===== src/rtl/fetch_unit.sv =====
// fetch_unit: instruction fetch stage with IF/ID pipeline register.
// Issues fetch requests, absorbs cache misses as bubbles, honours hazard
// stalls, handles branch/jump redirects (draining an in-flight miss first),
// and stops permanently on halt until reset.
//
// Ports:
//   CLK, RST            clock, asynchronous active-high reset
//   ihit, imemload      instruction cache hit and returned word
//   stall               hold the IF/ID register
//   redirect_en/_pc     redirect pulse and target from a later stage
//   halt                halt observed at writeback
//   imemREN, imemaddr   instruction read request and address
//   instr, pc, incPC    IF/ID instruction, its address, address + 4
//   valid               IF/ID slot holds a real instruction
//   halted              fetch permanently stopped
//
// Optional feature: define FETCH_JUMP_PREDECODE_EN to redirect J/JAL
// directly in fetch instead of waiting for a later-stage redirect.
module fetch_unit #(
  parameter logic [31:0] PC_INIT = 32'h00000000
) (
  input  logic        CLK,
  input  logic        RST,
  input  logic        ihit,
  input  logic [31:0] imemload,
  input  logic        stall,
  input  logic        redirect_en,
  input  logic [31:0] redirect_pc,
  input  logic        halt,
  output logic        imemREN,
  output logic [31:0] imemaddr,
  output logic [31:0] instr,
  output logic [31:0] pc,
  output logic [31:0] incPC,
  output logic        valid,
  output logic        halted
);

  localparam int unsigned AW = 32;

  typedef enum logic [1:0] {RUN, DRAIN, HALTED} state_t;

  state_t        state_q, state_d;
  logic [AW-1:0] fpc_d;
  logic [AW-1:0] pend_q, pend_d;
  logic [AW-1:0] instr_d, pc_d, incpc_d;
  logic          valid_d, halted_d, ren_d;
  logic [AW-1:0] seq_pc;
  logic [AW-1:0] accept_pc;

  // imemaddr doubles as the fetch PC register: in DRAIN it simply holds.
  assign seq_pc = imemaddr + AW'(4);

`ifdef FETCH_JUMP_PREDECODE_EN
  // J/JAL target computed from the accepted word; wraps with the +4 region.
  always_comb begin
    accept_pc = seq_pc;
    if (imemload[31:26] == 6'b000010 || imemload[31:26] == 6'b000011)
      accept_pc = {seq_pc[31:28], imemload[25:0], 2'b00};
  end
`else
  assign accept_pc = seq_pc;
`endif

  // Next-state and next-register values; halt has top priority.
  always_comb begin
    state_d  = state_q;
    fpc_d    = imemaddr;
    pend_d   = pend_q;
    instr_d  = instr;
    pc_d     = pc;
    incpc_d  = incPC;
    valid_d  = valid;
    halted_d = halted;
    if (state_q != HALTED && halt) begin
      state_d  = HALTED;
      valid_d  = 1'b0;
      halted_d = 1'b1;
    end else begin
      case (state_q)
        RUN: begin
          if (redirect_en) begin
            valid_d = 1'b0;
            if (ihit) begin
              fpc_d = redirect_pc;
            end else begin
              // Miss outstanding at the old address: wait for it to return.
              pend_d  = redirect_pc;
              state_d = DRAIN;
            end
          end else if (!stall) begin
            if (ihit) begin
              instr_d = imemload;
              pc_d    = imemaddr;
              incpc_d = seq_pc;
              valid_d = 1'b1;
              fpc_d   = accept_pc;
            end else begin
              valid_d = 1'b0;
            end
          end
        end
        DRAIN: begin
          valid_d = 1'b0;
          if (ihit) begin
            fpc_d   = redirect_en ? redirect_pc : pend_q;
            state_d = RUN;
          end else if (redirect_en) begin
            pend_d = redirect_pc;
          end
        end
        HALTED: ;
        default: state_d = RUN;
      endcase
    end
    ren_d = (state_d != HALTED);
  end

  // State and output registers.
  always_ff @(posedge CLK or posedge RST) begin
    if (RST) begin
      state_q  <= RUN;
      imemaddr <= PC_INIT;
      pend_q   <= '0;
      instr    <= '0;
      pc       <= '0;
      incPC    <= '0;
      valid    <= 1'b0;
      halted   <= 1'b0;
      imemREN  <= 1'b1;
    end else begin
      state_q  <= state_d;
      imemaddr <= fpc_d;
      pend_q   <= pend_d;
      instr    <= instr_d;
      pc       <= pc_d;
      incPC    <= incpc_d;
      valid    <= valid_d;
      halted   <= halted_d;
      imemREN  <= ren_d;
    end
  end

endmodule


===== config.mk =====
export PLATFORM = sky130hd
export DESIGN_NAME = fetch_unit
export DESIGN_NICKNAME = d
export VERILOG_FILES = /design/src/rtl/fetch_unit.sv
export SDC_FILE = /design/constraint.sdc
export NUM_CORES = 1
export LEC_CHECK = 0
export CAP_MARGIN = 20
export CORE_MARGIN = 1
export CORE_UTILIZATION = 40
export CTS_BUF_LIST = sky130_fd_sc_hd__clkbuf_4 sky130_fd_sc_hd__clkbuf_8
export CTS_CLUSTER_DIAMETER = 200
export CTS_CLUSTER_SIZE = 20
export DETAILED_ROUTE_END_ITERATION = 8
export PLACE_DENSITY = 0.68
export SLEW_MARGIN = 20
export SYNTH_ARGS = -nofsm -noshare
export SYNTH_HDL_FRONTEND = slang
export SYNTH_SLANG_ARGS = --single-unit

===== constraint.sdc =====
create_clock -name CLK -period 6.95 [get_ports CLK]
set_input_delay 1.39 -clock CLK [delete_from_list [all_inputs] [get_ports CLK]]
set_output_delay 1.39 -clock CLK [all_outputs]
set_load 0.005 [all_outputs]

Word-level counts from Yosys, hierarchy flattened
Index checks and enable logic that the tools add are counted.
{ "word_totals": {"register_bits": 165, "inputBits": 70, "output_inout_bits": 131, "elab_cells": 54} }
{ "classes": {"add_sub_neg": 1, "n_eq_ne": 12, "n_mux": 21, "bitwise": 3, "n_reduce_logical": 8} }
{ "ops": {"columns": ["cell", "n"], "rows": [
  ["32-bit two-way mux", 9],
  ["32-bit case mux with 2 select lines", 2],
  ["32-bit by 3-bit adder with 32-bit output, second input constant", 1],
  ["2-bit inequality test, second input constant", 6],
  ["5-bit AND reduction", 2],
  ["3-bit inequality test, second input constant", 3],
  ["2-bit two-way mux", 4],
  ["2-bit case mux with 3 select lines", 1],
  ["6-bit AND reduction", 1],
  ["1-bit two-way mux", 4],
  ["4-bit inequality test, second input constant", 1],
  ["1-bit NOT", 3],
  ["3-bit nonzero test", 1],
  ["2-bit by 1-bit == test with 1-bit output, second input constant", 1],
  ["2-bit == test, second input constant", 1],
  ["2-bit logical NOT", 1],
  ["1-bit case mux with 2 select lines", 1],
  ["2-bit AND reduction", 1],
  ["2-bit nonzero test", 1],
  ["1-bit logical AND", 1]
]} }

Longest topological paths before layout
Gate-level depths: netlist (run 1).
{ "logic_depth": {"depth_word": 5, "ltp_mapped": 10, "mapped_depth_nobuf": 5} }

Worst setup path after synthesis (run 1)
No wires, ideal clock.
{ "synth_path": {"path_kind": "input -> register", "start": "input halt", "end": "register incPC[16]", "setup_time_ps": 87, "arrival_time_ps": 2909, "required_ps": 6863, "setup_slack_ps": 3954, "stages": 7, "path_buffers": 3, "path_cell_list": "or3b_1 -> buf_2 -> or2_0 -> buf_2 -> buf_6 -> or4_4 -> o211ai_1"} }
{ "synth_between": {"elab_chain_len": 3} }
{ "synth_rtl": {"columns": ["item", "line_no", "text"], "rows": [
  ["start, declared", "29", "input logic halt,"],
  ["1-bit logical AND", "75", "if (state_q != HALTED && halt) begin"],
  ["1-bit NOT (no source line)", null, null],
  ["5-bit AND reduction (no source line)", null, null],
  ["end signal, assigned", "137", "incPC <= incpc_d;"],
  ["end, declared", "34", "output logic [31:0] incPC,"]
]} }
No other way between the ends.
A chain may end at the register's enable or synchronous reset.

Worst setup path after layout (run 1)
{ "layout_path": {"start": "input redirect_en", "end": "register imemaddr[17]"} }
{ "layout_between": {"elab_chain_len": 3, "elab_cells_between_ends": 7, "classes_between": "2 x eq/ne; 4 x mux; 1 x reduce/logical"} }
{ "layout_rtl": {"columns": ["item", "line_no", "text"], "rows": [
  ["start, declared", "27", "input logic redirect_en,"],
  ["32-bit two-way mux", null, null],
  ["32-bit two-way mux", "105", "if (ihit) begin"],
  ["32-bit case mux with 2 select lines", "80", "case (state_q)"],
  ["end signal, assigned", "133", "imemaddr <= fpc_d;"],
  ["end, declared", "31", "output logic [31:0] imemaddr,"]
]} }
Parallel ways exist; a longest one is shown, timed or not. The select of a mux whose other input is x is not followed.

==> impl_results.md, run 1 <==
* Status: complete, but fails checks
* Failing checks: design-rule violations
* Die height at approximately 140 um
* Synth area leaders: dfrtp_1, nand2_1, mux2_2, o211ai_1, clkbuf_1
* Async SR Flop Fraction at 1.00
* CTS tree: yes
* Final #Nets at 1031
* Placer's final routability congestion estimate at 0.814
* PD cells at ~180 mW/mm^2
* Setup TNS at 0 ps
* Vias at roughly 6500
* Antenna Nets Post-Route at 0
* Crit start category: input port
* Post-Syn Instances at 799
* Required time of the critical path at ~7300 ps
* Syn nets at a little under 900
* Switching portion of total power at 0.259
* Clk network pwr share at 0.371
* Die area at around 0.020 sq mm
* Final Hold Viols at 0
* Area grow syn2layout at 32.8%
* Slew @ Worst Pin at roughly 960 ps
* Share of cells above drive strength 1 at 0.0966
* GR Util All Layers at 0.222
* Crit path kind: in -> reg
* Ports at ~200
* Sequential fraction of design power at 0.540
* H-tree levels at 4
* CTS Hold Buffers Added at 0
* Skew-Pair Late Insertion Delay at 460 ps
* Register area share after synthesis at 0.537
* Largest net degree at the start of global routing at between 100 and 150
* Flop and latch count out of synthesis at between 150 and 200
* Top FF cell, synth: dfrtp_1
* Leak pwr at approximately 4.5 nW
* CTS Buf Count at 17
* Post-route DRC at 2
* Row count at 50
* Rel. slew slack at 0.363
* Core Region at ~0.019 sq mm
* Worst clock skew at 10.6 ps
* Max Slew Vio Count at 0
* Die Wd at between 100 and 150 um
* First-pass GRT wire length at approximately 34 mm
* Vias in the first global route at 6017
* Share of the synthesized area in the top cell type at 0.534
* Achievable Freq at between 0.2 and 0.3 GHz
* Synth Cell Area at about 0.0076 sq mm
* Worst EP arrival at approximately 4200 ps
* Critical Path Sink Type: flop
* Grt ovf at 0
* Crit path max fanout at 65
* Sink Count at between 150 and 200
* 1st-iter DRT viols at roughly 480
* Vias per cell at between 5 and 6
* Initial antenna violation count at 0
* Hpwl dp at approximately 14 mm
* Combinational share of power at 0.090
* Final worst-path cycle share at 0.553
* Area leader, netlist: dfrtp_1
* Clock period minus worst slack at around 3800 ps
* Post-synth top cells: nand2_1, dfrtp_1, clkbuf_1
* Max IR drop VDD at between 0.1 and 0.15 mV
* Number of flops mapped to enable cells by yosys at 0
* Post-CTS Resized at 0
* Count leader, synth: nand2_1
* Fin util at 0.541
* Worst-case clock buffer depth at 2
* TritonRoute pass-1 iters at 7
* Int Power at 1.37 mW
* Diode count at 0
* Routed WL at 21.4 mm
* Starting density of the core at 0.407
* Synthesis Warnings at 0
* Max cap viols at 0
* Clock root buffer: clkbuf_8
* Yosys cell types at 50
* Setup bufs post-CTS at 0
* PortBufs at 200
* Min-Delay Path Class: reg -> reg
* WL/cell at approximately 18 um
* Sw power at roughly 0.48 mW
* RSZ-0062 raised after global routing: no
* Final Setup Violations at 0
* Syn_area_per_cell at about 9.5 sq um
* Clock-pin slew on the worst setup and hold paths at around 90 ps
-- registers in the layout, indices dropped and copies added (netlist names) --
signal,cells
instr,32
imemREN,1
valid,1
halted,1
state_q,2
pend_q,32
incPC,30
pc,32
imemaddr,32
-- worst max-delay path: stages --
cell,delay [ps]
clkdlybuf4s50_1,460
buf_4,410
or3_1,300
or2_4,530
buf_4,610
nor2_1,80
a221o_1,360
-- cells in the final DEF (no fill, tap or decap), types with 7 or more instances in the layout --
master             n
nand4_1           17
inv_1              8
a221oi_1           9
clkbuf_8          19
mux2_2            33
clkdlybuf4s50_1  200
o2bb2ai_1          7
xnor2_1           11
nor3_1            18
o21ai_0           36
a31o_2             8
or4_1             14
and2_1             9
buf_4              9
nand2_1          236
o211ai_1          27
nand3_1           21
nor2_1            23
mux2i_1           10
dfrtp_1          162
-- final timing paths --
| path | to | start | cells past startpoint | slack, ps |
|---|---|---|---|---|
| setup / recovery | imemaddr[17] | redirect_en | 7 | 3100 |
| hold / removal | halted | halted | 1 | 470 |
| setup reg to reg | incPC[22] | imemaddr[2] | 5 | 4080 |
| hold reg to reg | halted | halted | 1 | 470 |
| max in group asynchronous | imemaddr[20] | RST | 3 | 4090 |
| min in group asynchronous | instr[10] | RST | 2 | 1470 |
-- routing by layer --
layer  up-vias  share of wire  routed length, um  track usage
li1       3112              -                  -            -
met1      3178           0.49              10500        0.323
met2       200           0.45               9610        0.332
met3        20          0.051               1080       0.0475
met4         0          0.011                242       0.0654
met5         -              0                  0            0
-- metrics by stage --
stage | setup slack, ps | cell area [sq um] | power, mW | std cells | hold WS [ps]
2_1_floorplan | 1160 | 7590 | 1.08 | 799 | 451
3_3_place_gp | 2630 | 9690 | 1.18 | 1174 | 447
3_5_place_dp | 2630 | 9690 | 1.18 | 1174 | 447
4_1_cts | 3130 | 10100 | 1.87 | 1206 | 476
5_1_grt | 2970 | 10100 | 1.92 | 1207 | 495
6_report | 3100 | 10100 | 1.85 | 1207 | 468
-- power by group through the flow --
stage	sequential, mW	combinational, mW	clock, mW
floorplan	1.01	0.0698	0
global placement	1.02	0.166	0
detailed placement	1.02	0.167	0
CTS	0.997	0.168	0.703
global route	1.00	0.182	0.738
finish	0.997	0.166	0.685
-- layout make-up --
| class | count | area, sq um |
|---|---|---|
| Multi-Input combinational cell | 559 | 3210 |
| Fill cell | 1717 | 8560 |
| Clock buffer | 19 | 262 |
| Tap cell | 234 | 293 |
| Inverter | 9 | 38.8 |
| Clock inverter | 13 | 124 |
| Sequential cell | 163 | 4080 |
| Timing Repair Buffer | 210 | 2080 |
-- logic make-up after synthesis --
| kind of cell | synth area share |
|---|---|
| AO/OA/AOI/OAI | 0.117 |
| multiplexers | 0.0621 |
| adder cells (fa/ha/maj) | 0.00165 |
| XOR/XNOR | 0.0138 |
| AND/OR/NAND/NOR | 0.225 |
| buffers and inverters | 0.0433 |
| flip-flops | 0.537 |
(Power assumes the default switching activity.)
==> inputs of run 2 (changes only) <==
- PLACE_DENSITY: 0.68 -> 0.71
- clock period: 6.95 -> 3.2 ns (I/O delays scaled with it)
==> impl_results.md, run 2 (same netlist as run 1, synthesis figures left out) <==
* Ports at 201 (unchanged)
* Post-CTS Resized at 0 (unchanged)
* Failing checks: design-rule violations
* Clock period minus worst slack at about 2400 ps
* CTS tree: yes
* GR Util All Layers at 0.223 (+0.000334)
* CTS Hold Buffers Added at 0 (unchanged)
* Clock-pin slew on the worst setup and hold paths at 90 ps (about the same)
* Die area at 0.0195 sq mm (unchanged)
* Max Slew Vio Count at 0 (unchanged)
* Slew @ Worst Pin at 850 ps (-105 ps)
* Die height at 140 um (unchanged)
* Final Setup Violations at 0 (unchanged)
* Sink Count at 163 (unchanged)
* Vias in the first global route at 6315 (+5.0%)
* CP Cell Sequence: clkdlybuf4s50_1, or3b_1, or2_4, or4_1, o2111ai_1
* Antenna Nets Post-Route at 0 (unchanged)
* Die Wd at 140 um (unchanged)
* Worst clock skew at 9.21 ps (-1.38 ps)
* Achievable Freq at about 0.42 GHz
* Max stage delay on crit path at 570 ps (-40 ps)
* Share of cells above drive strength 1 at 0.105 (+0.00828)
* WL/cell at 17.4 um (-1.8%)
* Final Hold Viols at 0 (unchanged)
* Routed WL at 21.2 mm (-1.1%)
* Crit path kind: in -> reg
* Power Total at 4.22 mW (+130%)
* Commonest non-fill, non-tap cell in the layout: nand2_1
* Final #Nets at 1040 (+0.87%)
* Crit path max fanout at 33 (-49%)
* Grt ovf at 0 (unchanged)
* Leak pwr at 4.59 nW (+1.9%)
* Worst-case clock buffer depth at 2 (unchanged)
* Setup bufs post-CTS at 0 (unchanged)
* 1st-iter DRT viols at 461 (-3.6%)
* Fin cells at 1216 (+0.75%)
* First-pass GRT wire length at 34.4 mm (+1.7%)
* TritonRoute pass-1 iters at 7 (unchanged)
* Post-route DRC at 1 (-1)
* Final worst-path cycle share at 0.737
* Min Hold Slack at 477 ps (+8.84 ps)
* Initial antenna violation count at 0 (unchanged)
* CP max stage cell: or4_1
* Hpwl dp at 14.5 mm (+0.80%)
* CTS Buf Count at 17 (unchanged)
* Max IR drop VDD at 0.258 mV (+140%)
* Crit start category: input port
* Largest net degree at the start of global routing at 93 (-8.8%)
* H-tree levels at 4 (unchanged)
* Vias at 6577 (+1.0%)
* Placer's final routability congestion estimate at 0.830 (+1.9%)
* Area grow syn2layout at 35.0%
* Row count at 50 (unchanged)
* PortBufs at 200 (unchanged)
* Worst EP arrival at 2730 ps (-1470 ps)
* Diode count at 0 (unchanged)
* PD cells at 412 mW/mm^2 (+120%)
* Setup TNS at 0 ps (unchanged)
* Most frequent cells in the layout: nand2_1, clkdlybuf4s50_1, dfrtp_1
* Rel. slew slack at 0.431 (+0.0674)
* Required time of the critical path at 3570 ps (-3730 ps)
* Fin util at 0.550 (+0.00906)
* Clock root buffer: clkbuf_8
* Skew-Pair Late Insertion Delay at 460 ps (about the same)
* Placed cell count at 1184 (+0.85%)
* Starting density of the core at 0.407 (unchanged)
* Max cap viols at 0 (unchanged)
* Core Region at 0.0186 sq mm (unchanged)
* Min-Delay Path Class: reg -> reg
* Vias per cell at 5.41 (+0.28%)
* Critical Path Sink Type: flop
* RSZ-0062 raised after global routing: no
* Status: complete, but fails checks
==> run 2: cell type report <==
type                            count  area [sq um]
Timing Repair Buffer              219          2190
Tap cell                          234           293
Fill cell                        1671          8390
Multi-Input combinational cell    559          3210
Sequential cell                   163          4080
Clock buffer                       18           241
Inverter                            9          37.5
Clock inverter                     14           200
==> run 2: path summary, 6_finish.rpt <==
kind                             startpoint  slack (ps)            to  depth (start not counted)
worst max-delay path                   halt         840  imemaddr[27]                          5
worst min-delay path                 halted         480        halted                          1
worst max register to register  imemaddr[2]         870     incPC[30]                          6
worst min register to register       halted         480        halted                          1
max in group asynchronous               RST        2080         pc[0]                          3
min in group asynchronous               RST         670      instr[7]                          3
==> run 2: power by group <==
group	switching [mW]	leakage, nW	internal [mW]
combinational	0.161	2.22	0.207
clock	0.813	0.226	0.872
sequential	0.0610	2.15	2.11
total	1.04	4.59	3.18
==> run 2: layer usage <==
layer | wire length [um] | GRT usage
met1 | 10100 | 0.323
met2 | 9230 | 0.324
met3 | 1430 | 0.0509
met4 | 409 | 0.0792
met5 | 0 | 0
==> run 2: worst max-delay path, delay by kind of cell <==
kind | cells | cell delay, ps
AOI/OAI and AO/OA | 1 | 120
buffers and inverters | 1 | 520
and+or+nand+nor | 3 | 1450
==> run 2: through the flow <==
step                      instance area, sq um  worst slack (ps)
final                                    10300               840
after global routing                     10300               710
after CTS                                10300               841
after detailed placement                  9810               365
after global placement                    9810               411
after floorplan                           7600               490
==> inputs of run 3 (changes only) <==
- PLACE_DENSITY: 0.71 -> 0.68
- clock period: 3.2 -> 2.28 ns (I/O delays scaled with it)
==> impl_results.md, run 3 (same netlist as run 1, synthesis figures left out) <==
* Status: complete, but fails checks
* Failing checks: design-rule violations
* Final Hold Viols at 0 (unchanged)
* Crit path max fanout at 65 (+97%)
* Final worst-path cycle share at 0.923
* Setup bufs post-CTS at 0 (unchanged)
* Die Wd at 140 um (unchanged)
* Final Instance Area at 0.0108 sq mm (+5.0%)
* Fillers at 1673 (+0.12%)
* Slew @ Worst Pin at 614 ps (-236 ps)
* Sink Count at 163 (unchanged)
* Vias in the first global route at 6383 (+1.1%)
* Fin cells at 1273 (+4.7%)
* Sw power at 1.41 mW (+36%)
* Worst clock skew at 12.6 ps (+3.35 ps)
* Starting density of the core at 0.407 (unchanged)
* Max cap viols at 0 (unchanged)
* Rel. slew slack at 0.591 (+0.160)
* WL/cell at 16.9 um (-3.2%)
* Switching portion of total power at 0.242 (-0.00348)
* Post-route DRC at 1 (unchanged)
* Clock root buffer: clkbuf_8
* Clock-pin slew on the worst setup and hold paths at 80 ps (about the same)
* GR Util All Layers at 0.230 (+0.00759)
* Commonest non-fill, non-tap cell in the layout: nand2_1
* Area grow syn2layout at 41.8%
* Crit path kind: in -> reg
* First-pass GRT wire length at 35.2 mm (+2.4%)
* Min-Delay Path Class: in -> async
* Placed cell count at 1241 (+4.8%)
* Int Power at 4.42 mW (+39%)
* CTS Hold Buffers Added at 0 (unchanged)
* RSZ-0062 raised after global routing: no
* Final Setup Violations at 0 (unchanged)
* Clock period minus worst slack at around 2100 ps
* Diode count at 0 (unchanged)
* Ports at 201 (unchanged)
* Max Slew Vio Count at 0 (unchanged)
* Skew-Pair Late Insertion Delay at 450 ps (about the same)
* CP max stage cell: buf_4
* CTS tree: yes
* DP Area at 0.0104 sq mm (+5.5%)
* Reg area at 0.00408 sq mm (unchanged)
* Setup TNS at 0 ps (unchanged)
* Post-CTS Resized at 0 (unchanged)
* Grt ovf at 0 (unchanged)
* Placer's final routability congestion estimate at 0.862 (+3.9%)
* Leak pwr at 4.88 nW (+6.2%)
* Vias at 6705 (+1.9%)
* Combinational share of power at 0.105 (+0.018)
* Clk network pwr share at 0.380 (-0.019)
* PortBufs at 200 (unchanged)
* Die area at 0.0195 sq mm (unchanged)
* Buf/Inv on CP at 2 (+1)
* Worst-case clock buffer depth at 2 (unchanged)
* 1st-iter DRT viols at 364 (-21%)
* Required time of the critical path at 2610 ps (-960 ps)
* Vias per cell at 5.27 (-2.6%)
* Multi-input logic area at 0.00321 sq mm (unchanged)
* Antenna Nets Post-Route at 0 (unchanged)
* Share of cells above drive strength 1 at 0.154 (+0.0491)
* Achievable Freq at between 0.4 and 0.5 GHz
* Row count at 50 (unchanged)
* CP Cell Sequence: clkdlybuf4s50_1, or3b_1, or2_4, buf_4, nor2_1, a221o_1
* CTS Buf Count at 17 (unchanged)
* Min Hold Slack at 425 ps (-51.7 ps)
* Core Region at 0.0186 sq mm (unchanged)
* PD cells at 541 mW/mm^2 (+31%)
* Hpwl dp at 15.8 mm (+8.6%)
* Worst EP arrival at 2440 ps (-290 ps)
* Max stage delay on crit path at 560 ps (about the same)
* Largest net degree at the start of global routing at 66 (-29%)
* Final #Nets at 1097 (+5.5%)
* H-tree levels at 4 (unchanged)
* Top delay family on crit path: buffers and inverters
* Critical Path Sink Type: flop
* Initial antenna violation count at 0 (unchanged)
* Sequential fraction of design power at 0.515 (about the same)
* Crit start category: input port
* Max IR drop VDD at 0.376 mV (+45%)
* Routed WL at 21.5 mm (+1.3%)
* Die height at 140 um (unchanged)
* TritonRoute pass-1 iters at 7 (unchanged)
* Most frequent cells in the layout: nand2_1, clkdlybuf4s50_1, dfrtp_1
-- run 3: cell types whose count changed in the layout (fill, tap and decap cells not counted), sizes merged --
cell | before | now
bufinv | 4 | 3
inv | 13 | 10
buf | 19 | 76
clkinvlp | 1 | 5
clkbuf | 18 | 20
clkinv | 5 | 3
-- run 3: power groups by stage --
stage | registers [mW] | logic [mW] | clock network, mW
5_1_grt | 3.01 | 0.668 | 2.40
3_3_place_gp | 3.05 | 0.616 | 0
3_5_place_dp | 3.06 | 0.620 | 0
4_1_cts | 3.00 | 0.623 | 2.27
6_report | 3.00 | 0.614 | 2.21
2_1_floorplan | 3.07 | 0.213 | 0
-- run 3: path summary, 6_finish.rpt --
kind | depth (start not counted) | slack, ps | from | to
worst max register to register | 5 | 260 | state_q[0] | imemaddr[17]
max in group asynchronous | 3 | 1290 | RST | imemREN
worst min-delay path | 2 | 430 | RST | incPC[2]
worst max-delay path | 6 | 170 | ihit | imemaddr[17]
min in group CLK | 2 | 480 | instr[25] | instr[25]
worst min register to register | 2 | 480 | instr[25] | instr[25]
-- run 3: per-layer routing --
layer / share of wire / GRT usage / up-vias
li1: - / - / 3237
met1: 0.49 / 0.341 / 3239
met2: 0.45 / 0.338 / 210
met3: 0.056 / 0.0475 / 19
met4: 0.011 / 0.0677 / 0
met5: 0 / 0 / -
-- run 3: metrics by stage --
stage	worst slack [ps]	utilization	total power, mW
floorplan	-246	-	3.28
global placement	-270	0.555	3.67
detailed placement	-276	0.555	3.67
CTS	189	0.577	5.89
global route	105	0.577	6.08
finish	175	0.577	5.83
-- run 3: layout make-up --
type | instances | area share
sequential | 163 | 0.379
multi-input combinational | 559 | 0.298
timing repair buffer | 276 | 0.254
tap | 234 | 0.0272
clock buffer | 20 | 0.0238
clock inverter | 12 | 0.0145
inverter | 9 | 0.00349
-- run 3: worst register-to-register path: cells and delay by family (launching register included) --
family	cells	cell delay [ps]
buffers and inverters	1	560
AOI/OAI and AO/OA	1	360
DFF	1	460
and+or+nand+nor	3	520
